**src/rtl/ascii_tx_pkg.sv**
```systemverilog
// Shared types and constants for the ASCII UART transmit path.
//
// Contents:
//   tx_state_t            - transmitter FSM state encoding
//   CASE_OFFSET           - offset removed by the input side for flagged characters
//   DEFAULT_CLKS_PER_BIT  - 100 MHz system clock at 115200 baud
//   DEFAULT_FIFO_DEPTH    - default character buffer depth
//   rebuild_char()        - undo the input-side case shift on a character-ROM address
package ascii_tx_pkg;

  typedef enum logic [1:0] {
    IDLE  = 2'd0,
    START = 2'd1,
    DATA  = 2'd2,
    STOP  = 2'd3
  } tx_state_t;

  localparam logic [7:0] CASE_OFFSET = 8'd32;

  localparam int unsigned DEFAULT_CLKS_PER_BIT = 868;
  localparam int unsigned DEFAULT_FIFO_DEPTH   = 4;

  // Modulo-256 on purpose: high addresses wrap silently (0xF0 + 32 -> 0x10).
  function automatic logic [7:0] rebuild_char(input logic [7:0] addr, input logic f);
    logic [7:0] sum;
    sum = addr + CASE_OFFSET;
    return f ? sum : addr;
  endfunction

endpackage

```
**src/rtl/sync_fifo.sv**
```systemverilog
// Single-clock FIFO with separate read/write pointers and an occupancy count.
//
// Parameters:
//   WIDTH - data width in bits
//   DEPTH - number of entries; power of two, at least 2
//
// Ports:
//   clk   - system clock, rising edge
//   rst   - asynchronous active-high reset; empties the FIFO
//   push  - write din this edge (ignored while full)
//   pop   - advance the read pointer this edge (ignored while empty)
//   din   - write data
//   dout  - head-of-queue data, valid whenever empty is low
//   full  - no free entries
//   empty - no stored entries
module sync_fifo #(
  parameter int unsigned WIDTH = 8,
  parameter int unsigned DEPTH = 4
) (
  input  logic             clk,
  input  logic             rst,
  input  logic             push,
  input  logic             pop,
  input  logic [WIDTH-1:0] din,
  output logic [WIDTH-1:0] dout,
  output logic             full,
  output logic             empty
);

  localparam int unsigned PtrW = (DEPTH > 1) ? $clog2(DEPTH) : 1;
  localparam int unsigned CntW = $clog2(DEPTH + 1);

  logic [WIDTH-1:0] mem_q [DEPTH];
  logic [PtrW-1:0]  wr_ptr_q, wr_ptr_d;
  logic [PtrW-1:0]  rd_ptr_q, rd_ptr_d;
  logic [CntW-1:0]  count_q, count_d;
  logic             do_push, do_pop;

  assign full    = (count_q == CntW'(DEPTH));
  assign empty   = (count_q == '0);
  assign do_push = push && !full;
  assign do_pop  = pop && !empty;
  assign dout    = mem_q[rd_ptr_q];

  // DEPTH is a power of two, so the pointers wrap by natural overflow.
  always_comb begin
    wr_ptr_d = wr_ptr_q;
    rd_ptr_d = rd_ptr_q;
    count_d  = count_q;
    if (do_push) begin
      wr_ptr_d = wr_ptr_q + PtrW'(1);
    end
    if (do_pop) begin
      rd_ptr_d = rd_ptr_q + PtrW'(1);
    end
    unique case ({do_push, do_pop})
      2'b10:   count_d = count_q + CntW'(1);
      2'b01:   count_d = count_q - CntW'(1);
      default: count_d = count_q;
    endcase
  end

  always_ff @(posedge clk or posedge rst) begin
    if (rst) begin
      wr_ptr_q <= '0;
      rd_ptr_q <= '0;
      count_q  <= '0;
    end else begin
      wr_ptr_q <= wr_ptr_d;
      rd_ptr_q <= rd_ptr_d;
      count_q  <= count_d;
    end
  end

  // Storage needs no reset: the pointers and count define what is valid.
  always_ff @(posedge clk) begin
    if (do_push) begin
      mem_q[wr_ptr_q] <= din;
    end
  end

endmodule

```
**src/rtl/ascii_uart_tx.sv**
```systemverilog
// Serial-output end of the character path.
//
// Rebuilds the ASCII byte from a character-ROM address and its case flag
// (flagged addresses get CASE_OFFSET added back), buffers bytes in a small
// FIFO and sends each as an 8N1 UART frame, LSB first. Frames are sent
// back-to-back without an idle bit while the FIFO holds data.
//
// Parameters:
//   CLKS_PER_BIT - clock cycles per UART bit
//   FIFO_DEPTH   - character buffer entries; power of two, at least 2
//
// Ports:
//   clk      - system clock, rising edge
//   rst      - asynchronous active-high reset; truncates any frame in flight
//   in_valid - addr and f are valid this cycle
//   in_ready - a character can be accepted this cycle (FIFO not full)
//   addr     - character-ROM address
//   f        - case flag; 1 means the address was shifted down by CASE_OFFSET
//   tx       - registered UART serial line, idle high
//   busy     - frame in progress or characters still buffered
module ascii_uart_tx
  import ascii_tx_pkg::*;
#(
  parameter int unsigned CLKS_PER_BIT = DEFAULT_CLKS_PER_BIT,
  parameter int unsigned FIFO_DEPTH   = DEFAULT_FIFO_DEPTH
) (
  input  logic       clk,
  input  logic       rst,
  input  logic       in_valid,
  output logic       in_ready,
  input  logic [7:0] addr,
  input  logic       f,
  output logic       tx,
  output logic       busy
);

  localparam int unsigned      BaudW    = (CLKS_PER_BIT > 1) ? $clog2(CLKS_PER_BIT) : 1;
  localparam logic [BaudW-1:0] BaudLast = BaudW'(CLKS_PER_BIT - 1);

  tx_state_t        state_q, state_d;
  logic [BaudW-1:0] baud_q, baud_d;
  logic [2:0]       bit_q, bit_d;
  logic [7:0]       shift_q, shift_d;
  logic             tx_q, tx_d;

  logic             push;
  logic             fifo_pop;
  logic             fifo_full;
  logic             fifo_empty;
  logic [7:0]       char_byte;
  logic [7:0]       fifo_dout;
  logic             baud_last;

  // ---------------------------------------------------------------------------
  // Input side: rebuild the byte before it is buffered
  // ---------------------------------------------------------------------------
  assign in_ready  = !fifo_full;
  assign push      = in_valid && in_ready;
  assign char_byte = rebuild_char(addr, f);

  sync_fifo #(
    .WIDTH (8),
    .DEPTH (FIFO_DEPTH)
  ) u_fifo (
    .clk   (clk),
    .rst   (rst),
    .push  (push),
    .pop   (fifo_pop),
    .din   (char_byte),
    .dout  (fifo_dout),
    .full  (fifo_full),
    .empty (fifo_empty)
  );

  // ---------------------------------------------------------------------------
  // Transmit FSM
  // ---------------------------------------------------------------------------
  assign baud_last = (baud_q == BaudLast);

  always_comb begin
    state_d  = state_q;
    baud_d   = baud_q;
    bit_d    = bit_q;
    shift_d  = shift_q;
    fifo_pop = 1'b0;

    unique case (state_q)
      IDLE: begin
        if (!fifo_empty) begin
          fifo_pop = 1'b1;
          shift_d  = fifo_dout;
          bit_d    = '0;
          baud_d   = '0;
          state_d  = START;
        end
      end

      START: begin
        if (baud_last) begin
          baud_d  = '0;
          state_d = DATA;
        end else begin
          baud_d = baud_q + BaudW'(1);
        end
      end

      DATA: begin
        if (baud_last) begin
          baud_d  = '0;
          shift_d = {1'b0, shift_q[7:1]};
          if (bit_q == 3'd7) begin
            bit_d   = '0;
            state_d = STOP;
          end else begin
            bit_d = bit_q + 3'd1;
          end
        end else begin
          baud_d = baud_q + BaudW'(1);
        end
      end

      STOP: begin
        if (baud_last) begin
          baud_d = '0;
          // Chain straight into the next start bit when more data is queued.
          if (!fifo_empty) begin
            fifo_pop = 1'b1;
            shift_d  = fifo_dout;
            bit_d    = '0;
            state_d  = START;
          end else begin
            state_d = IDLE;
          end
        end else begin
          baud_d = baud_q + BaudW'(1);
        end
      end

      default: state_d = IDLE;
    endcase
  end

  // The line level is derived from the next state so the pin changes on the
  // same edge as the state, from a flop rather than from decode logic.
  always_comb begin
    tx_d = 1'b1;
    unique case (state_d)
      START:   tx_d = 1'b0;
      DATA:    tx_d = shift_d[0];
      default: tx_d = 1'b1;
    endcase
  end

  always_ff @(posedge clk or posedge rst) begin
    if (rst) begin
      state_q <= IDLE;
      baud_q  <= '0;
      bit_q   <= '0;
      shift_q <= '0;
      tx_q    <= 1'b1;
    end else begin
      state_q <= state_d;
      baud_q  <= baud_d;
      bit_q   <= bit_d;
      shift_q <= shift_d;
      tx_q    <= tx_d;
    end
  end

  assign tx   = tx_q;
  assign busy = (state_q != IDLE) || !fifo_empty;

endmodule

```
**config.mk**
```make
export PLATFORM = sky130hd
export DESIGN_NAME = ascii_uart_tx
export DESIGN_NICKNAME = d
export VERILOG_FILES = /design/src/rtl/ascii_tx_pkg.sv /design/src/rtl/sync_fifo.sv /design/src/rtl/ascii_uart_tx.sv
export SDC_FILE = /design/constraint.sdc
export NUM_CORES = 1
export LEC_CHECK = 0
export BUFFER_PORTS_ARGS = -buffer_cell sky130_fd_sc_hd__buf_2
export CORE_AREA = 8 8 100 102
export DETAILED_ROUTE_END_ITERATION = 10
export DIE_AREA = 0 0 108 110
export PLACE_DENSITY_LB_ADDON = 0.15
export SKIP_CTS_REPAIR_TIMING = 1
export SYNTH_ARGS = -nofsm -noshare
export SYNTH_HDL_FRONTEND = slang
export SYNTH_HIERARCHICAL = 1
export SYNTH_SLANG_ARGS = --single-unit
```
**constraint.sdc**
```tcl
create_clock -name clk -period 2.6 [get_ports clk]
set_input_delay 0.52 -clock clk [delete_from_list [all_inputs] [get_ports clk]]
set_output_delay 0.52 -clock clk [all_outputs]
set_load 0.02 [all_outputs]
```
==> out/metrics.csv <==
stage;metric;value;unit
drt;Remaining DRCs;0;
power;power density over cell area;1020;nW/um^2
grt;largest net degree at the start of global routing;25;
finish;share of layout cells above drive strength 1;0.274;
floorplanning;core footprint;8470;sq um
sta;Slew Limit Fails;0;
worst_setup_path;stage delay of the slowest cell on the critical path;470;ps
sta;count of endpoints failing hold in the final timing report;0;
synthesis;instance count of the mapped netlist;254;
status;outcome;finished, final reports clean;
clock_tree;H-tree levels;3;
sta;Slew Limit Headroom;0.538;
worst_setup_path;library cell contributing the largest single delay on the critical path;sky130_fd_sc_hd__dfrtp_1;
finish;fill cell count;786;
synthesis;xor and xnor fraction of the mapped netlist area;0.0242;
finish;number of nets in the layout;311;
synthesis;dominant cell type by area after synthesis;sky130_fd_sc_hd__edfxtp_1;
placement;final HPWL from detailed placement;4.30;mm
synthesis;adder-cell share of the synthesized area;0.0638;
grt;vias in the first global route;2092;
worst_setup_path;CP Cell Sequence;inv_1, ha_2, nor3_2, o31a_2, ha_1, inv_1, fa_1, xor2_1, nor2_1, xor2_1;
sta;setup_tns;0;ps
placement;number of buffers inserted by port buffering;14;
floorplanning;effective utilization at floorplan;0.384;
clock_tree;sink count of the clock tree;63;
worst_setup_path;Worst setup EP type;register;
grt;number of antenna violations at the first check in global routing;0;
power;static power due to leakage;1.47;nW
drt;number of nets with antenna violations after routing;0;
finish;count of inserted antenna diode cells;0;
synthesis;main combinational cell family by area after synthesis;simple AND/OR/NAND/NOR gates;
floorplanning;Boundary Pins;15;
floorplanning;die extent in y;110;microns
synthesis;Compound-Gate Fraction of Synth Area;0.122;
synthesis;Syn Area/Cell;12.8;sq um
worst_setup_path;required time of the critical path;2860;ps
clock_tree;clock tree from TritonCTS;yes;
synthesis;share of async-settable or async-resettable flops after synthesis;0.492;
synthesis;leading register cell type out of synthesis;sky130_fd_sc_hd__edfxtp_1;
synthesis;flops & latches, synth;63;
drt;routed len/inst;15.5;microns
placement;global placement routability congestion;0.792;
clock_tree;CTS clk-pin slew, worst paths;80;ps
sta;slew at the pin closest to its max-slew limit;693;ps
clock_tree;master cell of the clock root buffer;sky130_fd_sc_hd__clkbuf_8;
sta;post-route clock period utilization;0.909;
drt;drt total wl;6.13;mm
worst_setup_path;crit path launch type;register;
finish;area growth from synthesis to final layout;13.8;%
synthesis;multiplexer share of the synthesized area;0.0850;
sta;min Tclk post-route;2360;ps
synthesis;Mapped Area;3250;sq um
power;Design Power;0.00377;W
sta;final setup violation count;0;
synthesis;number of enable flip-flop cells after synthesis;32;
clock_tree;number of buffers inserted during clock tree synthesis;9;
synthesis;post-synth cell types;58;
synthesis;sequential element share of the synthesized area;0.534;
clock_tree;clk buf depth;2;
drt;DR vias;2001;
worst_setup_path;maximum net fanout on the critical path;7;
synthesis;proportion of netlist area held by the largest area contributor;0.295;
synthesis;total number of yosys warnings;6;
sta;setup repair after global routing missed its margin;false;
drt;number of optimization iterations in the first detailed-route pass;4;
worst_setup_path;Crit Path Class;register to register;
worst_hold_path;HP Class;primary input to async pin;
worst_setup_path;Data arrival, critical path;2630;ps
power;worst IR drop on VDD;569;uV
grt;global-route wire length before repair;10.6;mm
sta;highest clock rate;423;MHz
sta;worst clock skew;8.63;ps
synthesis;number of nets in the synthesized netlist;282;
grt;aggregate global routing overflow;0;
grt;total routing usage reported by global routing;0.116;
clock_tree;source-to-sink clock delay at the later pin of the worst-skew pair;340;ps
synthesis;post-synthesis simple-gate area fraction;0.131;
floorplanning;Site Rows;34;
drt;DRC violation total after the first TritonRoute iteration;63;
floorplanning;DIE WIDTH;108;microns
synthesis;top area cells in the synthesized netlist;sky130_fd_sc_hd__edfxtp_1 30%, sky130_fd_sc_hd__dfrtp_1 23%, sky130_fd_sc_hd__ha_1 5.8%;
job;maximum capacitance violations;0;
drt;vias per inst;5.05;
floorplanning;Die Area;11900;sq um
per-layer routing:
metal | GRT usage | part of all wire | vias to the layer above
met5 | 0 | 0 | -
met4 | 0.0535 | 0.014 | 0
met1 | 0.153 | 0.49 | 956
met3 | 0.0337 | 0.038 | 8
met2 | 0.174 | 0.46 | 33
li1 | - | - | 1004
final cells by class:
cell class | count | area [sq um] | share of cell area
Inverter | 15 | 56.3 | 0.0152
Timing Repair Buffer | 27 | 168 | 0.0453
Clock inverter | 7 | 80.1 | 0.0216
Multi-Input combinational cell | 167 | 1400 | 0.379
Tap cell | 108 | 135 | 0.0365
Clock buffer | 9 | 124 | 0.0335
Sequential cell | 63 | 1740 | 0.469
cells in the mapped netlist (all sizes together), types with 5 or more instances:
library cell and n:
nand2 20, dfrtp 30, mux4 8, inv 15, ha 15, xor2 5, edfxtp 32, buf 7
mux2i 7, nand3 5, o21ai 14, nor3 6, and2 5, o31ai 11, nor2 16, a21oi 9
layout by cell type (no fill, tap or decap), drive strengths merged, types with 7 or more instances in the layout:
cell type and count:
clkbuf 9, mux2i 7, o31ai 11, nand2 20, a21oi 9, inv 18, mux4 8, buf 27
edfxtp 32, o21ai 14, dfrtp 30, nor2 16, ha 15
stage by stage:
step,area (sq um),hold slack (ps),utilization,std cells,setup WS (ps)
finish,3700,121,0.437,396,238
global route,3700,128,0.437,396,40.0
CTS,3680,113,0.434,394,108
detailed placement,3470,484,0.410,378,146
global placement,3470,478,0.410,378,206
floorplan,3250,323,-,254,127
power by group:
group | internal, W | switching (W)
logic | 0.000639 | 0.000704
registers | 0.00132 | 0.000229
clock network | 0.000454 | 0.000427
total | 0.00241 | 0.00136
worst max-delay path, delay by kind of cell, from the launching register on:
| kind | cells | cell delay, ps |
|---|---|---|
| adders and majority gates | 3 | 840 |
| AOI/OAI and AO/OA | 1 | 180 |
| and+or+nand+nor | 2 | 290 |
| buffers and inverters | 2 | 220 |
| xor gates and xnor gates | 2 | 300 |
| DFF | 1 | 470 |
path summary, 6_finish.rpt:
check | endpoint | depth (start not counted) | slack, ps | startpoint
setup / recovery | u_fifo/count_q[2]$_DFFE_PP0P_ | 10 | 240 | state_q[1]$_DFF_PP0_
hold / removal | u_fifo/count_q[1]$_DFFE_PP0P_ | 2 | 120 | rst
setup reg to reg | u_fifo/count_q[2]$_DFFE_PP0P_ | 10 | 240 | state_q[1]$_DFF_PP0_
hold reg to reg | bit_q[0]$_DFFE_PP0P_ | 1 | 490 | bit_q[0]$_DFFE_PP0P_
max in group asynchronous | tx$_DFF_PP1_ | 3 | 2080 | rst
min in group clk | u_fifo/mem_q[3][4]$_DFFE_PP_ | 1 | 390 | addr[4]
cell families after synthesis:
kind of cell               after synthesis
muxes                                   17
AOI/OAI and AO/OA                       53
buffers and inverters                   24
xor gates and xnor gates                 9
and+or+nand+nor                         72
DFF                                     63
adders and majority gates               16
registers in the layout (all words and copies together), names as in the netlist:
signal / cells
u_fifo/mem_q: 32
baud_q: 10
shift_q: 8
bit_q: 3
u_fifo/count_q: 3
state_q: 2
u_fifo/rd_ptr_q: 2
u_fifo/wr_ptr_q: 2
tx: 1
(Power assumes the default switching activity.)
